--- src/rtl/vga_sync_decoder.sv ---
// VGA sync decoder: recovers line/frame timing from active-low h_sync/v_sync
// sampled on pixel strobes, locks onto a stable raster and reports the
// active-window pixel coordinates.
module vga_sync_decoder #(
  parameter int unsigned HS_LEN  = 96,
  parameter int unsigned HBP     = 48,
  parameter int unsigned HACT    = 640,
  parameter int unsigned VS_LEN  = 2,
  parameter int unsigned VBP     = 33,
  parameter int unsigned VACT    = 480,
  parameter int unsigned TIMEOUT = 4095
) (
  input  logic        clk,
  input  logic        reset,
  input  logic        i_pix_stb,
  input  logic        h_sync,
  input  logic        v_sync,
  output logic [15:0] x,
  output logic [15:0] y,
  output logic        active,
  output logic        locked,
  output logic [15:0] line_len,
  output logic [15:0] frame_lines,
  output logic        new_frame,
  output logic        sync_err
);

  localparam logic [15:0] H_START  = 16'(HS_LEN + HBP);
  localparam logic [15:0] H_END    = 16'(HS_LEN + HBP + HACT - 1);
  localparam logic [15:0] V_START  = 16'(VS_LEN + VBP);
  localparam logic [15:0] V_END    = 16'(VS_LEN + VBP + VACT - 1);
  localparam logic [15:0] LOCK_MIN = 16'(VS_LEN + VBP + VACT);
  localparam logic [15:0] TMO      = 16'(TIMEOUT);

  typedef enum logic [1:0] {SEARCH, MEASURE, LOCKED} state_t;

  state_t      state_q, state_d;
  logic        hs_prev_q, vs_prev_q;
  logic [15:0] h_cnt_q, h_cnt_d;
  logic [15:0] line_cnt_q, line_cnt_d;
  logic        frame_pend_q;
  logic [15:0] ref_len_q, ref_len_d;
  logic        ref_valid_q, ref_valid_d;
  logic        mismatch_q, mismatch_d;
  logic [15:0] line_len_q, frame_lines_q;
  logic [15:0] x_q, y_q;
  logic        active_q, new_frame_q, sync_err_q;

  logic        hs_fall, vs_fall, restart, timeout, len_bad, nf, err, act_d;
  logic [15:0] len_new, lines_inc;

  // Edge detection, counter next values and timeout detection
  always_comb begin
    hs_fall   = i_pix_stb & hs_prev_q & ~h_sync;
    vs_fall   = i_pix_stb & vs_prev_q & ~v_sync;
    // a v_sync edge coincident with an h_sync edge counts as already pending
    restart   = hs_fall & (frame_pend_q | vs_fall);
    len_new   = (h_cnt_q == '1) ? h_cnt_q : h_cnt_q + 16'd1;
    // the line ending at this edge is included in the count
    lines_inc = (line_cnt_q == '1) ? line_cnt_q : line_cnt_q + 16'd1;
    h_cnt_d   = h_cnt_q;
    if (i_pix_stb) h_cnt_d = hs_fall ? '0 : len_new;
    line_cnt_d = restart ? '0 : (hs_fall ? lines_inc : line_cnt_q);
    timeout   = i_pix_stb & ~hs_fall & (h_cnt_q != TMO) & (h_cnt_d == TMO);
    len_bad   = ref_valid_q & (len_new != ref_len_q);
  end

  // Lock state machine next-state and event pulses
  always_comb begin
    state_d     = state_q;
    ref_len_d   = ref_len_q;
    ref_valid_d = ref_valid_q;
    mismatch_d  = mismatch_q;
    nf          = 1'b0;
    err         = 1'b0;
    if (i_pix_stb) begin
      unique case (state_q)
        SEARCH: begin
          if (restart) begin
            state_d     = MEASURE;
            mismatch_d  = 1'b0;
            ref_valid_d = 1'b0;
          end
        end
        MEASURE: begin
          if (timeout) begin
            state_d = SEARCH;
          end else if (restart) begin
            if (!mismatch_q && !len_bad && ref_valid_q && (lines_inc >= LOCK_MIN)) begin
              state_d = LOCKED;
              nf      = 1'b1;
            end
            mismatch_d  = 1'b0;
            ref_valid_d = 1'b0;
          end else if (hs_fall) begin
            if (!ref_valid_q) begin
              ref_len_d   = len_new;
              ref_valid_d = 1'b1;
            end else if (len_bad) begin
              mismatch_d = 1'b1;
            end
          end
        end
        LOCKED: begin
          if (timeout || (hs_fall && (len_new != ref_len_q)) ||
              (restart && (lines_inc != frame_lines_q))) begin
            state_d = SEARCH;
            err     = 1'b1;
          end else if (restart) begin
            nf = 1'b1;
          end
        end
        default: state_d = SEARCH;
      endcase
    end
    act_d = (state_d == LOCKED) &&
            (h_cnt_d >= H_START) && (h_cnt_d <= H_END) &&
            (line_cnt_d >= V_START) && (line_cnt_d <= V_END);
  end

  // State, counters and registered outputs; updates only on strobe cycles
  always_ff @(posedge clk or posedge reset) begin
    if (reset) begin
      state_q       <= SEARCH;
      hs_prev_q     <= 1'b1;
      vs_prev_q     <= 1'b1;
      h_cnt_q       <= '0;
      line_cnt_q    <= '0;
      frame_pend_q  <= 1'b0;
      ref_len_q     <= '0;
      ref_valid_q   <= 1'b0;
      mismatch_q    <= 1'b0;
      line_len_q    <= '0;
      frame_lines_q <= '0;
      x_q           <= '0;
      y_q           <= '0;
      active_q      <= 1'b0;
      new_frame_q   <= 1'b0;
      sync_err_q    <= 1'b0;
    end else begin
      new_frame_q <= nf;
      sync_err_q  <= err;
      if (i_pix_stb) begin
        state_q     <= state_d;
        hs_prev_q   <= h_sync;
        vs_prev_q   <= v_sync;
        h_cnt_q     <= h_cnt_d;
        line_cnt_q  <= line_cnt_d;
        ref_len_q   <= ref_len_d;
        ref_valid_q <= ref_valid_d;
        mismatch_q  <= mismatch_d;
        if (restart)                 frame_pend_q <= 1'b0;
        else if (vs_fall)            frame_pend_q <= 1'b1;
        if (hs_fall)                 line_len_q    <= len_new;
        if (restart)                 frame_lines_q <= lines_inc;
        active_q <= act_d;
        x_q      <= act_d ? h_cnt_d - H_START : '0;
        y_q      <= act_d ? line_cnt_d - V_START : '0;
      end
    end
  end

  assign x           = x_q;
  assign y           = y_q;
  assign active      = active_q;
  assign locked      = (state_q == LOCKED);
  assign line_len    = line_len_q;
  assign frame_lines = frame_lines_q;
  assign new_frame   = new_frame_q;
  assign sync_err    = sync_err_q;

endmodule

--- config.mk ---
export PLATFORM = sky130hd
export DESIGN_NAME = vga_sync_decoder
export DESIGN_NICKNAME = d
export VERILOG_FILES = /design/src/rtl/vga_sync_decoder.sv
export SDC_FILE = /design/constraint.sdc
export NUM_CORES = 1
export LEC_CHECK = 0
export ABC_AREA = 1
export CORE_UTILIZATION = 50
export CTS_BUF_LIST = sky130_fd_sc_hd__clkbuf_16
export DETAILED_ROUTE_END_ITERATION = 7
export PLACE_DENSITY = 0.71
export RECOVER_POWER = 100
export SLEW_MARGIN = 10
export SYNTH_ARGS = -nofsm -noshare
export SYNTH_HDL_FRONTEND = slang
export SYNTH_SLANG_ARGS = --single-unit
export TNS_END_PERCENT = 100
--- constraint.sdc ---
create_clock -name clk -period 9.9 [get_ports clk]
set_input_delay 0.99 -clock clk [delete_from_list [all_inputs] [get_ports clk]]
set_output_delay 0.99 -clock clk [all_outputs]
set_load 0.01 [all_outputs]
==> metrics.md <==
| Metric | Value |
|---|---|
| Status | `finished, violations left` |
| Violated checks | `capacitance limit, slew limit` |
| Initial core utilization | `51.88%` |
| Reg2reg path depth | `15` |
| Worst min path class | `flip-flop to flip-flop` |
| Root buffer selected by CTS | `clkbuf_16` |
| 1st-iter DRT viols | `591` |
| Most instantiated cells after synthesis | `340 x nand2_1, 125 x inv_1, 120 x dfrtp_1, 112 x nor2_1, 76 x nand3_1` |
| FFs w/ async S/R, synth | `100.0%` |
| Initial antenna violation count | `0` |
| Hold Vio Cnt, Final | `0` |
| Setup TNS | `0 ns` |
| Synth cell types | `47` |
| Startpoint types | `primary input` |
| Minimum clock period | `7.263 ns` |
| Mapped Cells | `approximately 1100` |
| Drt drc | `0` |
| # port buffers | `72` |
| Proportion of synthesized area in mux cells | `0%` |
| Clock sinks | `122` |
| Leak pwr | `~4.7 nW` |
| Gr usage total | `approximately 28%` |
| Post-CTS setup buffer count | `0` |
| Mapped cell area | `about 0.0077 mm^2` |
| Vias | `about 7100` |
| Worst-Margin Slew | `between 4 and 5 ns` |
| Number of I/O pins | `73` |
| Vias in the first global route | `6629` |
| WP data required | `around 10 ns` |
| Post-synth EDFFs | `0` |
| Combinational family with the most area after synthesis | `simple AND/OR/NAND/NOR gates` |
| Diode count | `0` |
| Synthesis-stage register bit count | `between 100 and 150` |
| Final setup vio count | `0` |
| Tcrit/Tclk final | `approximately three quarters` |
| Post-synth top area cell | `dfrtp_1` |
| ANT nets after route | `0` |
| H-tree Lvls | `4` |
| # rows | `44` |
| Synth Area in Adders | `a little under 2%` |
| Area contributors post-synth | `dfrtp_1 39%, nand2_1 17%, inv_1 6.1%` |
| Total grt overflow | `0` |
| Post-synthesis xor/xnor area fraction | `approximately 3.5%` |
| Warnings from Yosys | `0` |
| VDD IR-drop max | `between 100 and 150 uV` |
| Final core utilization | `between 60% and 70%` |
| Initial DRT Pass Iterations | `5` |
| Worst-path fanout max | `47` |
| CTS clk-pin slew, worst paths | `~0.06 ns` |
| RSZ-0062 raised after global routing | `no` |
| Share of layout cells above drive strength 1 | `just under 7%` |
| Post-CTS sizing | `0` |
| Seq/Total Area, Yosys | `roughly two fifths` |
| MaxCap Viol Count | `2` |
| Post-synthesis compound-gate area fraction | `around 7.7%` |
| CP endpoint kind | `flip-flop` |
| Worst relative slew slack | `-171.3%` |
| Hold_buf cts | `0` |
| RePlAce Congestion | `between 0.9 and 1` |
| Cell Pwr Density | `207.4 mW/mm^2` |
| Post-Route WL | `between 20000 and 25000 um` |
| CP Class | `primary input to flip-flop` |
| Total die area | `between 0.015 and 0.02 mm^2` |
| Layout area overhead | `16.85%` |
| Largest net degree at the start of global routing | `76` |
| Final nets | `1146` |
| Share of the synthesized area in the top cell type | `a little under 40%` |
| Syn_area_per_cell | `a little over 7 um^2` |
| Hold Crit Depth | `2` |
| Mapped Nets | `between 1000 and 1500` |
| Maximum clock path buffer count | `2` |
| Critical Path AT | `between 7 and 8 ns` |
| Top_reg_cell synth | `dfrtp_1` |
| First-pass GRT wire length | `approximately 35000 um` |
| Core area | `between 0.01 and 0.015 mm^2` |
| Setup Skew | `0.005252 ns` |
| Vias per inst | `5.380` |
| CTS buffer count | `17` |
| Simple-Gate Fraction of Synth Area | `between 30% and 40%` |
| CTS tree | `yes` |
| Max Slew Vio Count | `~130` |
| Die X | `roughly 130 um` |
| F_max | `approximately 140 MHz` |
| Worst-Skew Late Latency | `between 0.4 and 0.5 ns` |
| Routed wire per std cell | `15.88 um` |
| Detail Placement HPWL | `roughly 16000 um` |
| Die Ht | `approximately 130 um` |
| Count leader, synth | `nand2_1` |
## registers in the layout, indices dropped and copies added, names as in the netlist
| signal | count |
|---|---|
| active | 1 |
| frame_lines | 16 |
| frame_pend_q | 1 |
| h_cnt_q | 16 |
| hs_prev_q | 1 |
| line_cnt_q | 16 |
| line_len | 16 |
| mismatch_q | 1 |
| new_frame | 1 |
| ref_len_q | 16 |
| ref_valid_q | 1 |
| state_q | 2 |
| sync_err | 1 |
| vs_prev_q | 1 |
| x | 16 |
| y | 16 |
## cell usage in the layout, fill, tap and decap left out, drive strengths merged, types with 5 or more instances in the layout
cell	synthesis	routed
a21oi	9	9
a22oi	5	5
a31oi	12	12
clkbuf	11	19
clkinv	0	5
clkinvlp	0	7
dfrtp	120	120
dlygate4sd3	0	70
ha	12	12
inv	133	132
nand2	365	365
nand3	80	80
nand3b	7	7
nand4	49	49
nor2	128	128
nor3	11	11
o21ai	50	50
o22ai	12	12
xnor2	8	8
xor2	22	22
## per-stage QoR
stage | total power [mW] | instances | hold slack [ns] | instance area (um^2) | worst slack [ns]
5_1_grt | 1.967 | 1325 | 0.4974 | 8945 | 1.963
6_report | 1.855 | 1325 | 0.4765 | 8945 | 2.637
3_3_place_gp | 1.254 | 1294 | 0.4719 | 8456 | 3.850
4_1_cts | 1.882 | 1325 | 0.4855 | 9037 | 4.115
3_5_place_dp | 1.259 | 1294 | 0.4679 | 8456 | 3.683
2_1_floorplan | 1.073 | 1066 | 0.4661 | 7655 | 5.671
## critical path, stage by stage
cell           delay, ns
dlygate4sd3_1       0.92
inv_1               0.81
nor3_1              0.51
buf_4               0.42
inv_1               0.35
nor2_1              1.16
inv_1               0.49
nor3_1              0.33
nand2_1             0.10
nor2_1              0.13
nand2_1             0.07
a21oi_1             0.12
nand2_1             0.06
nand2_1             0.80
nand4_1             0.18
nand2_1             0.13
## area by class of cell
type                            count  area [um^2]
Fill cell                        1355         5809
Multi-Input combinational cell    780         3840
Sequential cell                   122         3055
Timing Repair Buffer               75        735.7
Inverter                          133        501.7
Clock buffer                       17        425.4
Tap cell                          184        230.2
Clock inverter                     14        156.4
## report_power, final
| part | internal [mW] | switching [mW] |
|---|---|---|
| Combinational | 0.208 | 0.358 |
| Sequential | 0.589 | 0.0769 |
| Clock | 0.390 | 0.233 |
## cells by family (layout without fill, tap and decap cells)
kind of cell    after synthesis  after routing
flops                       122            122
xor+xnor                     30             30
simple gates                642            642
buf+inv                     164            239
fa+ha+maj                    12             12
compound gates               96             96
## path summary, 6_finish.rpt
check                          start          end  slack (ns)
min reg2reg                     x[0]         x[0]        0.48
max in group asynchronous      reset         x[1]        3.75
max reg2reg                hs_prev_q         y[0]        4.69
min in group asynchronous      reset  line_len[0]        1.56
max                        i_pix_stb         y[0]        2.64
min                             x[0]         x[0]        0.48
## metal layers
metal / vias to the layer above / wire [um] / GRT usage, %
met5: - / 0 / 0
met4: 0 / 335 / 8.505
met3: 23 / 1160 / 6.712
met2: 188 / 9490 / 43.50
met1: 3364 / 10060 / 39.16
li1: 3554 / - / -
(Power assumes the default switching activity.)
